File: src/rtl/video_if_ctrl_if.sv
// Control/status and video-timing bundle for video_if_ctrl.
// master = system control / video source side, slave = the controller itself.
interface video_if_ctrl_if #(
  parameter int CNT_W = 12
);
  logic             start;
  logic             stop;
  logic             vs_i;
  logic             hs_i;
  logic             de_i;
  logic             en_o;
  logic             locked_o;
  logic             busy_o;
  logic [CNT_W-1:0] h_active_o;
  logic [CNT_W-1:0] v_active_o;
  logic             err_o;
  logic             timeout_o;
  logic [15:0]      frame_cnt_o;

  modport master (
    output start, stop, vs_i, hs_i, de_i,
    input  en_o, locked_o, busy_o, h_active_o, v_active_o, err_o, timeout_o, frame_cnt_o
  );

  modport slave (
    input  start, stop, vs_i, hs_i, de_i,
    output en_o, locked_o, busy_o, h_active_o, v_active_o, err_o, timeout_o, frame_cnt_o
  );
endinterface

File: src/rtl/video_if_ctrl.sv
// Frame-level sequencer: measures active geometry per frame and enables capture after a lock.
// Optional frame counter is built only when VIDEO_IF_CTRL_FRAME_CNT_EN is defined.
module video_if_ctrl #(
  parameter int          CNT_W       = 12,
  parameter int          LOCK_FRAMES = 3,
  parameter logic [23:0] TIMEOUT     = 24'd2_000_000
) (
  input  logic          clk,
  input  logic          rst,
  video_if_ctrl_if.slave bus
);

  typedef enum logic [2:0] {
    ST_IDLE,
    ST_SEEK,
    ST_MEASURE,
    ST_VERIFY,
    ST_LOCKED
  } state_e;

  localparam logic [CNT_W-1:0] CNT_MAX = '1;
  localparam logic [3:0]       LOCK_N  = 4'(LOCK_FRAMES);

  // Input registers
  logic vs_q, vs_q2, hs_q, hs_q2, de_q, de_q2;
  logic vs_rise, de_fall;

  // Per-frame measurement
  logic [CNT_W-1:0] pix_cnt_q, pix_cnt_d;
  logic [CNT_W-1:0] line_cnt_q, line_cnt_d;
  logic [CNT_W-1:0] first_len_q, first_len_d;
  logic             mism_q, mism_d;
  logic             sat_q, sat_d;
  logic [CNT_W-1:0] fr_h, fr_v;
  logic             fr_valid;
  logic             frame_match;

  // Signal-loss watchdog
  logic [23:0] tmo_cnt_q, tmo_cnt_d;
  logic        tmo_hit;

  // Sequencer
  state_e           state_q;
  logic             en_q, locked_q, busy_q, err_q, tmo_flag_q, stop_pend_q;
  logic [CNT_W-1:0] h_ref_q, v_ref_q;
  logic [3:0]       match_q, match_nx;
  logic             stop_now, start_ok;
  logic             fcnt_inc, fcnt_clr;

  // HS is carried through the input pipeline only; geometry is taken from DE.
  logic unused_hs;
  assign unused_hs = hs_q2;

  always_ff @(posedge clk) begin
    if (rst) begin
      vs_q  <= 1'b0;
      vs_q2 <= 1'b0;
      hs_q  <= 1'b0;
      hs_q2 <= 1'b0;
      de_q  <= 1'b0;
      de_q2 <= 1'b0;
    end else begin
      vs_q  <= bus.vs_i;
      vs_q2 <= vs_q;
      hs_q  <= bus.hs_i;
      hs_q2 <= hs_q;
      de_q  <= bus.de_i;
      de_q2 <= de_q;
    end
  end

  assign vs_rise = vs_q & ~vs_q2;
  assign de_fall = ~de_q & de_q2;

  // A line closing in the same cycle as vs_rise still belongs to the finishing frame;
  // a line still open at vs_rise carries its pixel count into the new frame.
  always_comb begin
    // NOTE: every variable gets a default first, so no path leaves it unassigned (no latch).
    pix_cnt_d   = pix_cnt_q;
    line_cnt_d  = line_cnt_q;
    first_len_d = first_len_q;
    mism_d      = mism_q;
    sat_d       = sat_q;
    if (de_fall) begin
      pix_cnt_d = '0;
      if (line_cnt_q != CNT_MAX) line_cnt_d = line_cnt_q + 1'b1;
      if (line_cnt_q == '0)               first_len_d = pix_cnt_q;
      else if (pix_cnt_q != first_len_q)  mism_d      = 1'b1;
      if (pix_cnt_q == CNT_MAX) sat_d = 1'b1;
    end else if (de_q && (pix_cnt_q != CNT_MAX)) begin
      pix_cnt_d = pix_cnt_q + 1'b1;
    end
    fr_h     = first_len_d;
    fr_v     = line_cnt_d;
    fr_valid = (line_cnt_d != '0) && (line_cnt_d != CNT_MAX) && !sat_d && !mism_d;
    if (vs_rise) begin
      line_cnt_d  = '0;
      first_len_d = '0;
      mism_d      = 1'b0;
      sat_d       = 1'b0;
    end
  end

  assign frame_match = fr_valid && (fr_h == h_ref_q) && (fr_v == v_ref_q);
  assign match_nx    = frame_match ? (match_q + 4'd1) : {3'b000, fr_valid};

  // VS rise counts as signal present even if it lands on the expiry cycle.
  assign tmo_hit = (state_q != ST_IDLE) && !vs_rise && (tmo_cnt_q == TIMEOUT);

  always_comb begin
    tmo_cnt_d = tmo_cnt_q + 24'd1;
    if ((state_q == ST_IDLE) || vs_rise || tmo_hit) tmo_cnt_d = '0;
  end

  always_ff @(posedge clk) begin
    // NOTE: sequential state is written with <= only, so every register samples pre-edge values.
    if (rst) begin
      pix_cnt_q   <= '0;
      line_cnt_q  <= '0;
      first_len_q <= '0;
      mism_q      <= 1'b0;
      sat_q       <= 1'b0;
      tmo_cnt_q   <= '0;
    end else begin
      pix_cnt_q   <= pix_cnt_d;
      line_cnt_q  <= line_cnt_d;
      first_len_q <= first_len_d;
      mism_q      <= mism_d;
      sat_q       <= sat_d;
      tmo_cnt_q   <= tmo_cnt_d;
    end
  end

  assign start_ok = (state_q == ST_IDLE) && bus.start && !bus.stop;
  assign stop_now = stop_pend_q | bus.stop;
  assign fcnt_clr = start_ok;
  assign fcnt_inc = (state_q == ST_LOCKED) && vs_rise && !stop_now && frame_match;

  always_ff @(posedge clk) begin
    if (rst) begin
      state_q     <= ST_IDLE;
      en_q        <= 1'b0;
      locked_q    <= 1'b0;
      busy_q      <= 1'b0;
      err_q       <= 1'b0;
      tmo_flag_q  <= 1'b0;
      stop_pend_q <= 1'b0;
      h_ref_q     <= '0;
      v_ref_q     <= '0;
      match_q     <= '0;
    end else if (state_q == ST_IDLE) begin
      if (start_ok) begin
        state_q    <= ST_SEEK;
        busy_q     <= 1'b1;
        err_q      <= 1'b0;
        tmo_flag_q <= 1'b0;
        h_ref_q    <= '0;
        v_ref_q    <= '0;
        match_q    <= '0;
      end
    end else if (tmo_hit) begin
      // Signal loss overrides everything; a pending stop still sends us home.
      en_q        <= 1'b0;
      locked_q    <= 1'b0;
      tmo_flag_q  <= 1'b1;
      stop_pend_q <= 1'b0;
      match_q     <= '0;
      if (stop_now) begin
        state_q <= ST_IDLE;
        busy_q  <= 1'b0;
      end else begin
        state_q <= ST_SEEK;
      end
    end else if (bus.stop && (state_q != ST_LOCKED)) begin
      state_q <= ST_IDLE;
      busy_q  <= 1'b0;
      match_q <= '0;
    end else begin
      case (state_q)
        ST_SEEK: begin
          if (vs_rise) state_q <= ST_MEASURE;
        end
        ST_MEASURE: begin
          if (vs_rise && fr_valid) begin
            h_ref_q <= fr_h;
            v_ref_q <= fr_v;
            match_q <= 4'd1;
            if (LOCK_N == 4'd1) begin
              state_q  <= ST_LOCKED;
              en_q     <= 1'b1;
              locked_q <= 1'b1;
            end else begin
              state_q <= ST_VERIFY;
            end
          end
        end
        ST_VERIFY: begin
          if (vs_rise) begin
            if (!frame_match) begin
              h_ref_q <= fr_h;
              v_ref_q <= fr_v;
            end
            match_q <= match_nx;
            if (match_nx == LOCK_N) begin
              state_q  <= ST_LOCKED;
              en_q     <= 1'b1;
              locked_q <= 1'b1;
            end
          end
        end
        ST_LOCKED: begin
          if (vs_rise) begin
            if (stop_now) begin
              state_q     <= ST_IDLE;
              en_q        <= 1'b0;
              locked_q    <= 1'b0;
              busy_q      <= 1'b0;
              stop_pend_q <= 1'b0;
              match_q     <= '0;
            end else if (!frame_match) begin
              state_q  <= ST_VERIFY;
              en_q     <= 1'b0;
              locked_q <= 1'b0;
              err_q    <= 1'b1;
              h_ref_q  <= fr_h;
              v_ref_q  <= fr_v;
              match_q  <= {3'b000, fr_valid};
            end
          end else if (bus.stop) begin
            stop_pend_q <= 1'b1;
          end
        end
        default: state_q <= ST_IDLE;
      endcase
    end
  end

`ifdef VIDEO_IF_CTRL_FRAME_CNT_EN
  logic [15:0] frame_cnt_q;

  always_ff @(posedge clk) begin
    if (rst || fcnt_clr) frame_cnt_q <= '0;
    else if (fcnt_inc)   frame_cnt_q <= frame_cnt_q + 16'd1;
  end

  assign bus.frame_cnt_o = frame_cnt_q;
`else
  logic unused_fcnt;
  assign unused_fcnt     = fcnt_inc ^ fcnt_clr;
  assign bus.frame_cnt_o = '0;
`endif

  assign bus.en_o       = en_q;
  assign bus.locked_o   = locked_q;
  assign bus.busy_o     = busy_q;
  assign bus.err_o      = err_q;
  assign bus.timeout_o  = tmo_flag_q;
  assign bus.h_active_o = h_ref_q;
  assign bus.v_active_o = v_ref_q;

endmodule
File: src/flat_wrapper.sv
// flat-port wrapper written by rule: the top's interface ports become plain ports
module video_if_ctrl_flat 
#(
  parameter int          CNT_W       = 12,
  parameter int          LOCK_FRAMES = 3,
  parameter logic [23:0] TIMEOUT     = 24'd2_000_000
)
  (clk, rst, bus_start, bus_stop, bus_vs_i, bus_hs_i, bus_de_i, bus_en_o, bus_locked_o, bus_busy_o, bus_h_active_o, bus_v_active_o, bus_err_o, bus_timeout_o, bus_frame_cnt_o);
  video_if_ctrl_if #(.CNT_W(CNT_W)) bus_i ();
  input  logic clk;
  input  logic rst;
  input wire logic [$bits(bus_i.start)-1:0] bus_start;
  input wire logic [$bits(bus_i.stop)-1:0] bus_stop;
  input wire logic [$bits(bus_i.vs_i)-1:0] bus_vs_i;
  input wire logic [$bits(bus_i.hs_i)-1:0] bus_hs_i;
  input wire logic [$bits(bus_i.de_i)-1:0] bus_de_i;
  output wire logic [$bits(bus_i.en_o)-1:0] bus_en_o;
  output wire logic [$bits(bus_i.locked_o)-1:0] bus_locked_o;
  output wire logic [$bits(bus_i.busy_o)-1:0] bus_busy_o;
  output wire logic [$bits(bus_i.h_active_o)-1:0] bus_h_active_o;
  output wire logic [$bits(bus_i.v_active_o)-1:0] bus_v_active_o;
  output wire logic [$bits(bus_i.err_o)-1:0] bus_err_o;
  output wire logic [$bits(bus_i.timeout_o)-1:0] bus_timeout_o;
  output wire logic [$bits(bus_i.frame_cnt_o)-1:0] bus_frame_cnt_o;
  assign bus_i.start = bus_start;
  assign bus_i.stop = bus_stop;
  assign bus_i.vs_i = bus_vs_i;
  assign bus_i.hs_i = bus_hs_i;
  assign bus_i.de_i = bus_de_i;
  assign bus_en_o = bus_i.en_o;
  assign bus_locked_o = bus_i.locked_o;
  assign bus_busy_o = bus_i.busy_o;
  assign bus_h_active_o = bus_i.h_active_o;
  assign bus_v_active_o = bus_i.v_active_o;
  assign bus_err_o = bus_i.err_o;
  assign bus_timeout_o = bus_i.timeout_o;
  assign bus_frame_cnt_o = bus_i.frame_cnt_o;
  video_if_ctrl #(.CNT_W(CNT_W), .LOCK_FRAMES(LOCK_FRAMES), .TIMEOUT(TIMEOUT)) u_core (.clk(clk), .rst(rst), .bus(bus_i));
endmodule
File: config.mk
export PLATFORM = sky130hd
export DESIGN_NAME = video_if_ctrl_flat
export DESIGN_NICKNAME = d
export VERILOG_FILES = /design/src/rtl/video_if_ctrl_if.sv /design/src/rtl/video_if_ctrl.sv /design/src/flat_wrapper.sv
export SDC_FILE = /design/constraint.sdc
export NUM_CORES = 1
export LEC_CHECK = 0
export BUFFER_PORTS_ARGS = -buffer_cell sky130_fd_sc_hd__buf_2
export CAP_MARGIN = 20
export CORE_MARGIN = 2
export CORE_UTILIZATION = 55
export DETAILED_ROUTE_END_ITERATION = 12
export PLACE_DENSITY_LB_ADDON = 0.12
export SLEW_MARGIN = 30
export SYNTH_ARGS = -nofsm -noshare
export SYNTH_HDL_FRONTEND = slang
export SYNTH_SLANG_ARGS = --single-unit
File: constraint.sdc
create_clock -name clk -period 3.05 [get_ports clk]
set_clock_uncertainty 0.15 [all_clocks]
set_input_delay 0.61 -clock clk [delete_from_list [all_inputs] [get_ports clk]]
set_output_delay 0.61 -clock clk [all_outputs]
set_load 0.01 [all_outputs]
# After elaboration in Yosys (flattened, before gate mapping)
# Cells that the tools add are included.
# W data, S select, Z words.
# word_totals
ff_bits	102
latchBits	0
ram_bits	0
rom_bits	0
inputBits	7
output_inout_bits	45
elab_cells	190
mem_count	0
# op_classes
n_addsub	4
multipliers	0
n_div	0
magnitude_cmp	0
n_eq_ne	35
n_shift	0
muxes	83
bitwise	6
n_reduce_logical	43
# ops
op	n
$mux W12	21
$pmux W12 S3	2
$mux W4	10
$mux W1	36
$ne A12 B12 Y1 const B	3
$mux W3	11
$add A12 B1 Y12 const B	2
$add A24 B1 Y24 const B	1
$eq A12 B12 Y1	2
$eq A24 B21 Y1 const B	1
$reduce_and A7 Y1	3
$ne A5 B1 Y1 const B	4
$ne A3 B1 Y1 const B	6
$eq A12 B12 Y1 const B	1
$logic_and A1 B1 Y1	12
$logic_not A12 Y1	1
$ne A12 B12 Y1	1
$pmux W3 S4	1
$pmux W4 S3	1
$reduce_bool A12 Y1	1
$reduce_bool A4 Y1	3
$ne A3 B3 Y1 const B	3
$reduce_bool A3 Y1	3
$reduce_and A8 Y1	1
24 further kinds	41

# Depth between registers and ports, before layout
# Gate-level depths: netlist of run 1.
# logic_depth
word_depth	17
ltp_mapped	15

# Least setup slack after synthesis of run 1
# No wires, ideal clock.
# synth_timing
path_type	register -> register
startpoint	register u_core.line_cnt_q[3]
endpoint	register u_core.h_ref_q[10], in the netlist u_core.bus.h_active_o[10]
arrival_time_ns	3.062
required_ns	2.779
path_slack_ns	-0.283
stages_incl_launch_ff	14
path_buffers	4
synth_period_minus_slack_ns	3.333
cell_sequence	dfxtp_1 -> buf_2 -> nand3_4 -> buf_6 -> nor4_1 -> mux2i_1 -> nand4_1 -> or4_4 -> nand2_4 -> nor3_2 -> a221o_1 -> buf_6 -> buf_8 -> mux2_4
# synth_via
elab_chain_cells	16
word_cells_on_any_way	31
cone_classes	add/sub: 1; eq/ne: 5; mux: 15; reduce/logical: 10
# synth_rtl
element	line	text
from (decl)	video_if_ctrl.sv:30	logic [CNT_W-1:0] line_cnt_q, line_cnt_d;
from (signal assigned)	video_if_ctrl.sv:126	line_cnt_q <= line_cnt_d;
$add A12 B1 Y12 / $ne A12 B12 Y1 (equally long branches)	video_if_ctrl.sv:86	if (line_cnt_q != CNT_MAX) line_cnt_d = line_cnt_q + 1'b1;
$mux W12	video_if_ctrl.sv:86	
$mux W12	video_if_ctrl.sv:84	if (de_fall) begin
$ne A12 B12 Y1 / $reduce_bool A12 Y1 (equally long branches)	video_if_ctrl.sv:95	fr_valid = (line_cnt_d != '0) && (line_cnt_d != CNT_MAX) && !sat_d && !mism_d;
$logic_and A1 B1 Y1 (3 in series)	video_if_ctrl.sv:95	
$logic_and A1 B1 Y1 (2 in series)	video_if_ctrl.sv:104	assign frame_match = fr_valid && (fr_h == h_ref_q) && (fr_v == v_ref_q);
$mux W12	video_if_ctrl.sv:199, video_if_ctrl.sv:220	
$mux W12	video_if_ctrl.sv:213	if (stop_now) begin
$mux W12	video_if_ctrl.sv:212	if (vs_rise) begin
$pmux W12 S3	video_if_ctrl.sv:179	case (state_q)
$mux W12	video_if_ctrl.sv:174	end else if (bus.stop && (state_q != ST_LOCKED)) begin
$mux W12	video_if_ctrl.sv:161	end else if (tmo_hit) begin
$mux W12	video_if_ctrl.sv:151	end else if (state_q == ST_IDLE) begin
to (signal assigned)	video_if_ctrl.sv:185	h_ref_q <= fr_h;
to (signal assigned)	video_if_ctrl.sv:200	h_ref_q <= fr_h;
to (signal assigned)	video_if_ctrl.sv:225	h_ref_q <= fr_h;
to (decl)	video_if_ctrl.sv:45	logic [CNT_W-1:0] h_ref_q, v_ref_q;
# Several ways; a longest one is shown, not always the timed one. The select of a mux whose other input is x is not followed.
# A chain may end at the register's enable or synchronous reset.

# Worst setup path after layout of run 1
# layout_timing
startpoint	register u_core.line_cnt_q[4]
endpoint	register u_core.h_ref_q[11], in the netlist u_core.bus.h_active_o[11]
# Same word-level chain as after synthesis.

==> run_results.csv, run 1 <==
group,metric,value,unit
outcome,status,"finished, violations left",
outcome,violations,"negative setup slack",
setup_path,worstPathRequired,3.14,ns
place,io_buffer_count,34,
clock_tree,cts_tree,"built",
floorplanning,io_pins,52,
layout,layout-drive-gt1-share,32.6,%
setup_path,worst_r2r_endpoint,"u_core.bus.h_active_o[11]$_SDFFE_PP0P_",
grt,antenna_found_initial,0,
timing,fin_crit,3.42,ns
power,vdd_drop_max,0.000470,V
synth,synth-seq-cells,102,
timing,rsz0062_at_grt,"yes",
setup_path,cp.arrival,3.51,ns
floorplanning,core_area,10900,um^2
clock_tree,cts_buffer_depth,2,
drt,post-route-drc-count,0,
layout,final_util,74.3,%
place,gp_congestion,0.922,
drt,via_count,5911,
hold_path,hold_class,"reg -> reg",
synth,synth-simple-area-share,28.8,%
timing,worst_pin_slew,0.781,ns
layout,nets,897,
timing,slew_headroom,47.9,%
power,power_frac_comb,11.1,%
power,intPower,0.00213,W
timing,max_freq,292,MHz
setup_path,regToRegStartpoint,"u_core.line_cnt_q[4]$_SDFF_PP0_",
timing,drv_slew,0,
power,seq_power_share,46.9,%
drt,vias_per_cell,5.74,
timing,finalHoldViolCount,0,
layout,diodes,0,
synth,synth_area_per_cell,8.43,um^2
floorplanning,fp.dieArea,12200,um^2
timing,worst_slack,-0.372,ns
synth,dominantRegCellSynth,"dfxtp_1",
job,cap_violations,0,
synth,yosysTopAreaCell,"dfxtp_1",
synth,synth_edf_count,0,
layout,fin_area,8130,um^2
drt,wl,17600,um
setup_path,rrSetupSlack,-0.37,ns
synth,yosys.area_share.xor_xnor,9.73,%
setup_path,worst_r2r_path_depth,12,
timing,setup_viol,32,
floorplanning,num_rows,38,
synth,synth_mux_area_share,8.28,%
clock_tree,htree_levels,3,
synth,syn_area,6210,um^2
setup_path,cp-end-kind,"flop",
setup_path,setup.worst_path.end,"u_core.bus.h_active_o[11]$_SDFFE_PP0P_",
clock_tree,clock_sinks,102,
power,power.leakage,3.60,nW
synth,synth_top_area_share,32.9,%
timing,fin_crit_sh,112,%
floorplanning,die_h,110,um
place,place_area,7340,um^2
synth,synth-async-reset-ratio,0,%
power,sw_frac_of_total,26.1,%
grt,grt_pass1_wl,28300,um
grt,grt_pass1_vias,5908,
hold_path,min_from,"u_core.mism_q$_SDFF_PP0_",
grt,grt_max_degree,29,
floorplanning,start_util,56.8,%
synth,synth_top_family_by_area,"simple AND/OR/NAND/NOR gates",
synth,yosys.cell_types.count,82,
setup_path,crit_start,"u_core.line_cnt_q[4]$_SDFF_PP0_",
synth,ys_seq_area_share,32.9,%
power,clkPwrFrac,42.0,%
power,power,0.00289,W
layout,area_growth,30.9,%
grt,grt.overflow.total,0,
setup_path,cp-start-kind,"flop",
synth,synthCells,737,
synth,synth-compound-area-share,11.6,%
timing,holdWs,0.307,ns
clock_tree,numCtsBuffers,9,
synth,synth_fa_ha_area_share,1.21,%
clock_tree,cts-root-buf,"clkbuf_16",
power,power_density,355,nW/um^2
setup_path,path_class,"reg -> reg",
clock_tree,clk_latency,0.36,ns
synth,ys_top_cells_by_area,"dfxtp_1, nor2_1, xor2_1",
floorplanning,die_width,110,um
power,p_sw,0.000753,W
setup_path,crit_path_max_fanout,9,
grt,grtUsageTotal,30.1,%
drt,drtAntennaViolNets,0,
place,dp.final_hpwl,12100,um
layout,fillers,822,
clock_tree,cts_hold_buf,0,
drt,drtIter0Drc,394,
synth,yosysWarningCount,0,
drt,dr.pass1.iters,5,
clock_tree,clk_pin_slew,0.08,ns
drt,post_drt_wl_per_cell,17.1,um
==> power by group through the flow <==
stage                     clock network, W  registers [W]  logic [W]
after floorplan                          0        0.00138   0.000207
after CTS                          0.00123        0.00135   0.000313
final                              0.00121        0.00135   0.000320
after global placement                   0        0.00139   0.000256
after global routing               0.00127        0.00136   0.000341
after detailed placement                 0        0.00139   0.000261
==> registers in the layout (all words and copies together), names as in the netlist, 3 cells and up <==
name,cells
u_core.line_cnt_q,12
u_core.match_q,4
u_core.bus.v_active_o,12
u_core.tmo_cnt_q,24
u_core.state_q,3
u_core.pix_cnt_q,12
u_core.first_len_q,12
u_core.bus.h_active_o,12
==> cell usage after synthesis (3+ instances only) <==
master	n
nand4b_1	3
mux2i_1	18
or2_2	4
ha_1	6
mux2_4	17
nand4_1	17
mux2_1	6
nand2b_1	10
nor2b_1	24
xnor2_1	25
o21ai_0	17
and2_1	3
a31oi_1	6
nor4b_1	7
dfxtp_1	102
buf_6	3
nor2_1	115
a211oi_1	4
a221oi_1	3
or3_1	14
and4_1	4
nand3_1	24
nor4_2	3
buf_2	10
nor3_1	12
a21oi_1	33
a211o_1	5
clkbuf_1	29
xor2_1	44
nor4_1	10
buf_4	19
inv_1	24
nand2_1	40
and3_1	10
==> cells by family after synthesis <==
kind of cell               Yosys count
and+or+nand+nor                    326
xor gates and xnor gates            69
AOI/OAI and AO/OA                  103
other                                1
muxes                               42
DFF                                102
buffers and inverters               88
adders and majority gates            6
==> timing repair <==
action,in CTS,in global routing
pin swaps,17,11
cloned,3,0
setup buffers,12,5
resized for setup,50,18
endpoints found under the setup margin,33,33
==> metal layers <==
layer  part of all wire [%]  vias up  global-route usage [%]
met4                    2.9        0                    10.0
met5                      0        -                       0
met2                     50      187                    53.5
li1                       -     2836                       -
met3                    4.7       37                    5.82
met1                     43     2851                    36.2
==> worst max-delay path, cell delays in order (launching register included) <==
cell and delay (ns):
dfxtp_4 0.39, buf_4 0.13, nand4_1 0.25, o31a_1 0.35, or2_4 0.25, buf_6 0.12, or4_4 0.54, nand2_4 0.10
nor3_4 0.05, a221o_2 0.40, buf_6 0.14, buf_12 0.14, mux2_4 0.29
==> metrics by stage <==
| stage | worst slack (ns) | std cells | TNS [ns] |
|---|---|---|---|
| 2_1_floorplan | -0.180 | 752 | -3.24 |
| 3_3_place_gp | -0.385 | 993 | -10.01 |
| 3_5_place_dp | -0.481 | 993 | -13.12 |
| 4_1_cts | -0.311 | 1024 | -8.12 |
| 5_1_grt | -0.430 | 1029 | -12.08 |
| 6_report | -0.372 | 1029 | -9.88 |
==> worst min path at each step <==
stage / to / slack (ns) / cells past startpoint
4_1_cts: u_core.mism_q$_SDFF_PP0_ / 0.31 / 2
5_1_grt: u_core.mism_q$_SDFF_PP0_ / 0.33 / 2
3_3_place_gp: u_core.mism_q$_SDFF_PP0_ / 0.28 / 2
3_5_place_dp: u_core.mism_q$_SDFF_PP0_ / 0.30 / 2
6_report: u_core.mism_q$_SDFF_PP0_ / 0.31 / 2
2_1_floorplan: u_core.mism_q$_SDFF_PP0_ / 0.28 / 2
==> final cells by class <==
cell class | instances | area [um^2] | area share [%]
Inverter | 25 | 96.3 | 1.19
Multi-Input combinational cell | 562 | 4050 | 49.8
Sequential cell | 102 | 2070 | 25.5
Clock buffer | 10 | 229 | 2.82
Timing Repair Buffer | 184 | 1430 | 17.6
Tap cell | 140 | 175 | 2.16
Clock inverter | 6 | 77.6 | 0.954
==> placed cells by master (no fill, tap or decap), types with 4 or more instances in the layout <==
master and instances:
or2_2 4, mux2i_1 17, nand2b_1 10, dfxtp_1 89, a211o_1 5, o21ai_0 16, buf_4 133, buf_12 5
dfxtp_4 5, clkbuf_16 9, nor2b_1 24, inv_1 22, nor4b_4 4, buf_6 9, nor2_1 114, xnor2_1 23
nor4_1 5, a31oi_1 6, mux2_4 20, dfxtp_2 8, nand2_1 39, ha_1 4, or3_1 14, and3_1 10
conb_1 16, nor3_1 9, nor4_4 6, nand4_1 17, nor4b_1 4, mux2_1 4, buf_2 35, nand3_1 24
a21oi_1 32, xor2_1 44
Note: power is estimated with default switching activity, not from simulation.
==> inputs of run 2 (changes only) <==
- SETUP_SLACK_MARGIN: unset -> 0.3
==> run_results.csv, run 2 (synthesized netlist as in run 1, its figures left out) <==
group,metric,value,unit
drt,wl,17800,um
place,dp.final_hpwl,12200,um
floorplanning,fp.dieArea,12200,um^2
clock_tree,cts_buffer_depth,2,
floorplanning,die_width,110,um
layout,layout-drive-gt1-share,34.7,%
power,power,0.00290,W
grt,grtUsageTotal,29.9,%
drt,post_drt_wl_per_cell,17.2,um
grt,grt.overflow.total,0,
layout,nets,904,
place,gp_congestion,0.941,
grt,grt_use_met2,53.0,%
setup_path,cpPeakStageDelay,0.50,ns
clock_tree,cts_hold_buf,0,
setup_path,rrSetupSlack,-0.40,ns
layout,diodes,0,
drt,dr.pass1.iters,7,
drt,via_count,5949,
clock_tree,cts_tree,"built",
layout,final_cell_mix,"buf_4, nor2_1, dfxtp_1",
timing,slew_headroom,49.5,%
clock_tree,clk_pin_slew,0.07,ns
setup_path,cp-end-kind,"flop",
grt,met3_usage,7.70,%
setup_path,slowest_stage,"or4_4",
clock_tree,clock_sinks,102,
layout,largest_reg_flops,24,
setup_path,crit_start,"u_core.line_cnt_q[0]$_SDFF_PP0_",
hold_path,hold_depth,2,
power,vdd_drop_max,0.000507,V
place,place_inst,984,
outcome,status,"finished, violations left",
job,cap_violations,0,
clock_tree,cts-root-buf,"clkbuf_16",
hold_path,hold_class,"reg -> reg",
timing,worst_pin_slew,0.757,ns
power,power.leakage,3.63,nW
timing,drv_slew,0,
setup_path,path_class,"reg -> reg",
drt,drtAntennaViolNets,0,
floorplanning,die_h,110,um
setup_path,cp-start-kind,"flop",
setup_path,cp_common_cell,"buf_6",
timing,rsz0062_at_grt,"yes",
grt,grt_pass1_wl,28200,um
hold_path,min_to,"u_core.mism_q$_SDFF_PP0_",
setup_path,crit_path_max_fanout,5,
place,io_buffer_count,34,
drt,vias_per_cell,5.74,
floorplanning,io_pins,52,
grt,grt_use_met1,34.6,%
floorplanning,num_rows,38,
drt,drtIter0Drc,400,
layout,final_common_cell,"buf_4",
setup_path,worstPathRequired,3.14,ns
setup_path,worst_r2r_path_depth,13,
setup_path,cp.arrival,3.54,ns
grt,grt-busiest-layer,"met2",
outcome,violations,"negative setup slack",
timing,setup_viol,33,
grt,grt_pass1_vias,6023,
hold_path,min_from,"u_core.mism_q$_SDFF_PP0_",
setup_path,regToRegStartpoint,"u_core.line_cnt_q[0]$_SDFF_PP0_",
clock_tree,numCtsBuffers,9,
layout,area_growth,33.0,%
setup_path,cp_cell_sequence,"buf_6, nand4b_1, buf_6, o31a_1, or2_4, buf_6, or4_4, nand2_4, nor3_4, a221o_2, buf_6, clkbuf_16, mux2_4",
layout,top_register,"u_core.tmo_cnt_q",
drt,post-route-drc-count,0,
clock_tree,clk_latency,0.36,ns
power,power_density,351,nW/um^2
grt,grt_max_degree,27,
timing,fin_crit,3.45,ns
timing,worst_slack,-0.396,ns
timing,fin_crit_sh,113,%
timing,finalHoldViolCount,0,
timing,max_freq,290,MHz
clock_tree,htree_levels,3,
grt,antenna_found_initial,0,
floorplanning,start_util,56.8,%
floorplanning,core_area,10900,um^2
layout,layout.cells.non_filler,1036,
setup_path,worst_r2r_endpoint,"u_core.bus.v_active_o[1]$_SDFFE_PP0P_",
==> run 2: cell types whose count changed in the layout (fill, tap and decap cells not counted), moves of 3 or more <==
cell,change
dfxtp_1,-4
dfxtp_2,+5
buf_6,+3
a21oi_2,+3
buf_4,+4
==> run 2: where the power goes <==
group,internal [W],total [W],switching (W)
sequential,0.00134,0.00136,0.0000165
combinational,0.000163,0.000350,0.000186
clock,0.000650,0.00120,0.000546
==> run 2: metrics by stage <==
| step | TNS, ns | worst slack, ns | hold WS (ns) | cell area [um^2] | util (%) |
|---|---|---|---|---|---|
| finish | -11.11 | -0.396 | 0.308 | 8260 | 75.5 |
| global route | -14.93 | -0.509 | 0.333 | 8260 | 75.5 |
| CTS | -8.03 | -0.314 | 0.310 | 8060 | 73.7 |
| detailed placement | -12.01 | -0.476 | 0.299 | 7280 | 66.6 |
| global placement | -9.59 | -0.373 | 0.282 | 7280 | 66.6 |
| floorplan | -3.24 | -0.180 | 0.275 | 6390 | - |
==> run 2: worst max-delay path: cells and delay by family (launching register included) <==
| kind | cells | cell delay [ns] |
|---|---|---|
| and+or+nand+nor | 5 | 1.07 |
| AOI/OAI and AO/OA | 2 | 0.75 |
| buffers and inverters | 5 | 0.70 |
| DFF | 1 | 0.39 |
| muxes | 1 | 0.29 |
==> run 2: area by class of cell <==
cell class                 count  area (um^2)
clock buffer                  10          229
inverter                      25         96.3
sequential                   102         2070
clock inverter                 6         75.1
tap                          140          175
fill                         771         2680
multi-input combinational    562         4100
timing repair buffer         191         1510
==> run 2: what timing repair did <==
item / CTS / global route
buffers inserted: 21 / 11
pin swaps: 29 / 13
cloned: 3 / 1
gates resized for setup: 63 / 24
endpoints found under the setup margin: 33 / 33
==> run 2: per-layer routing <==
metal / share of wire (%) / wire [um]
met3: 5.7 / 1020
met4: 1.9 / 340
met5: 0 / 0
met1: 42 / 7400
met2: 51 / 9050
==> run 2: worst max-delay path by stage <==
stage,to,slack [ns],cells after the start
finish,u_core.bus.v_active_o[1]$_SDFFE_PP0P_,-0.40,13
floorplan,u_core.bus.h_active_o[10]$_SDFFE_PP0P_,-0.18,12
global route,u_core.state_q[1]$_SDFFE_PP0P_,-0.51,12
CTS,u_core.bus.h_active_o[8]$_SDFFE_PP0P_,-0.31,13
global placement,u_core.match_q[2]$_SDFFE_PP0P_,-0.37,12
detailed placement,u_core.match_q[2]$_SDFFE_PP0P_,-0.48,12
==> inputs of run 3 (changes only) <==
- GPL_TIMING_DRIVEN: unset -> 0
- REMOVE_ABC_BUFFERS: unset -> 1
==> run_results.csv, run 3 (synthesized netlist as in run 1, its figures left out) <==
group,metric,value,unit
clock_tree,clk_pin_slew,0.08,ns
power,power.leakage,3.05,nW
clock_tree,cts_hold_buf,0,
floorplanning,core_area,10900,um^2
clock_tree,cts-root-buf,"clkbuf_16",
grt,grt_pass1_wl,25100,um
timing,fin_crit,3.41,ns
place,place_ws,-1.94,ns
setup_path,cp.arrival,3.51,ns
job,cap_violations,0,
floorplanning,fp.dieArea,12200,um^2
place,gp_congestion,0.918,
layout,nets,795,
clock_tree,numCtsBuffers,9,
floorplanning,io_pins,52,
layout,layout.cells.non_filler,927,
drt,via_count,5503,
timing,setup_viol,33,
clock_tree,clock_sinks,102,
grt,grtUsageTotal,26.3,%
layout,fin_area,7360,um^2
grt,grt_pass1_vias,5007,
drt,vias_per_cell,5.94,
setup_path,slowest_stage,"or4_1",
place,place_inst,865,
place,io_buffer_count,34,
place,place_area,6290,um^2
timing,worst_pin_slew,0.684,ns
floorplanning,die_h,110,um
drt,drtIter0Drc,352,
layout,final_common_cell,"nor2_1",
grt,grt.overflow.total,0,
outcome,status,"finished, violations left",
timing,slew_headroom,54.2,%
layout,layout-drive-gt1-share,24.8,%
clock_tree,htree_levels,3,
drt,drtAntennaViolNets,0,
layout,top_register,"u_core.tmo_cnt_q",
timing,worst_slack,-0.364,ns
floorplanning,num_rows,38,
setup_path,worstPathRequired,3.15,ns
drt,dr.pass1.iters,7,
setup_path,cp_cell_sequence,"nand4_4, or4_1, a21oi_1, nor4b_2, a31oi_4, nand2_8, a21o_1, a221o_4, buf_16, mux2_4",
grt,grt_max_degree,50,
layout,area_growth,18.6,%
setup_path,crit_path_max_fanout,12,
power,power_density,401,nW/um^2
timing,fin_crit_sh,112,%
timing,max_freq,293,MHz
setup_path,cp-end-kind,"flop",
timing,drv_slew,0,
layout,largest_reg_flops,24,
layout,final_cell_mix,"nor2_1, dfxtp_1, xor2_1",
drt,post_drt_wl_per_cell,17.1,um
place,dp.final_hpwl,9930,um
timing,finalHoldViolCount,0,
setup_path,path_class,"reg -> reg",
layout,diodes,0,
clock_tree,cts_tree,"built",
hold_path,hold_class,"reg -> reg",
floorplanning,die_width,110,um
setup_path,cp-start-kind,"flop",
drt,wl,15900,um
setup_path,cpPeakStageDelay,0.56,ns
timing,rsz0062_at_grt,"yes",
floorplanning,start_util,56.8,%
outcome,violations,"negative setup slack",
clock_tree,cts_buffer_depth,2,
grt,antenna_found_initial,0,
clock_tree,clk_latency,0.36,ns
power,vdd_drop_max,0.000343,V
layout,final_util,67.3,%
drt,post-route-drc-count,0,
==> run 3: cell types whose count changed in the layout (fill, tap and decap cells not counted), sizes merged <==
cell	change
buf	-109
bufinv	+1
clkbuf	-2
clkinv	-1
inv	+1
nand3	+1
==> run 3: what timing repair did <==
| action | in CTS | in global routing |
|---|---|---|
| setup buffers | 28 | 17 |
| endpoints found under the setup margin | 69 | 33 |
| pin swaps | 15 | 10 |
| gates cloned | 0 | 1 |
| resized for setup | 64 | 25 |
==> run 3: stage by stage <==
stage | TNS [ns] | total power (W) | hold WS, ns
2_1_floorplan | -37.33 | 0.00154 | 0.275
3_3_place_gp | -89.49 | 0.00161 | 0.284
3_5_place_dp | -61.77 | 0.00162 | 0.295
4_1_cts | -8.23 | 0.00295 | 0.308
5_1_grt | -12.65 | 0.00305 | 0.332
6_report | -10.33 | 0.00295 | 0.306
==> run 3: report_power, final <==
part	switching, W	internal (W)	total, W	leakage, nW
combinational	0.000173	0.000123	0.000297	2.06
clock	0.000568	0.000732	0.00130	0.157
sequential	0.0000179	0.00134	0.00135	0.832
==> run 3: final cells by class <==
class                           count  area, um^2
Timing Repair Buffer               81         574
Multi-Input combinational cell    563        4110
Clock buffer                        9         225
Sequential cell                   102        2080
Tap cell                          140         175
Inverter                           25        96.3
Clock inverter                      7         103
Fill cell                         888        3570
==> run 3: path summary, 6_finish.rpt <==
path	startpoint	endpoint	slack, ns	cells after the start
setup / recovery	u_core.line_cnt_q[8]$_SDFF_PP0_	u_core.bus.h_active_o[11]$_SDFFE_PP0P_	-0.36	10
hold / removal	u_core.mism_q$_SDFF_PP0_	u_core.mism_q$_SDFF_PP0_	0.31	2
setup reg to reg	u_core.line_cnt_q[8]$_SDFF_PP0_	u_core.bus.h_active_o[11]$_SDFFE_PP0P_	-0.36	10
hold reg to reg	u_core.mism_q$_SDFF_PP0_	u_core.mism_q$_SDFF_PP0_	0.31	2
==> run 3: critical path, delay by kind of cell (launching register included) <==
kind	cells	cell delay (ns)
buf+inv	1	0.17
mux	1	0.29
flops	1	0.51
compound gates	4	1.19
simple gates	4	0.97
==> run 3: layer usage <==
layer | wire, um | GRT usage, %
met2 | 7510 | 42.7
met5 | 0 | 0
met4 | 406 | 10.8
met3 | 754 | 3.00
met1 | 7220 | 35.6
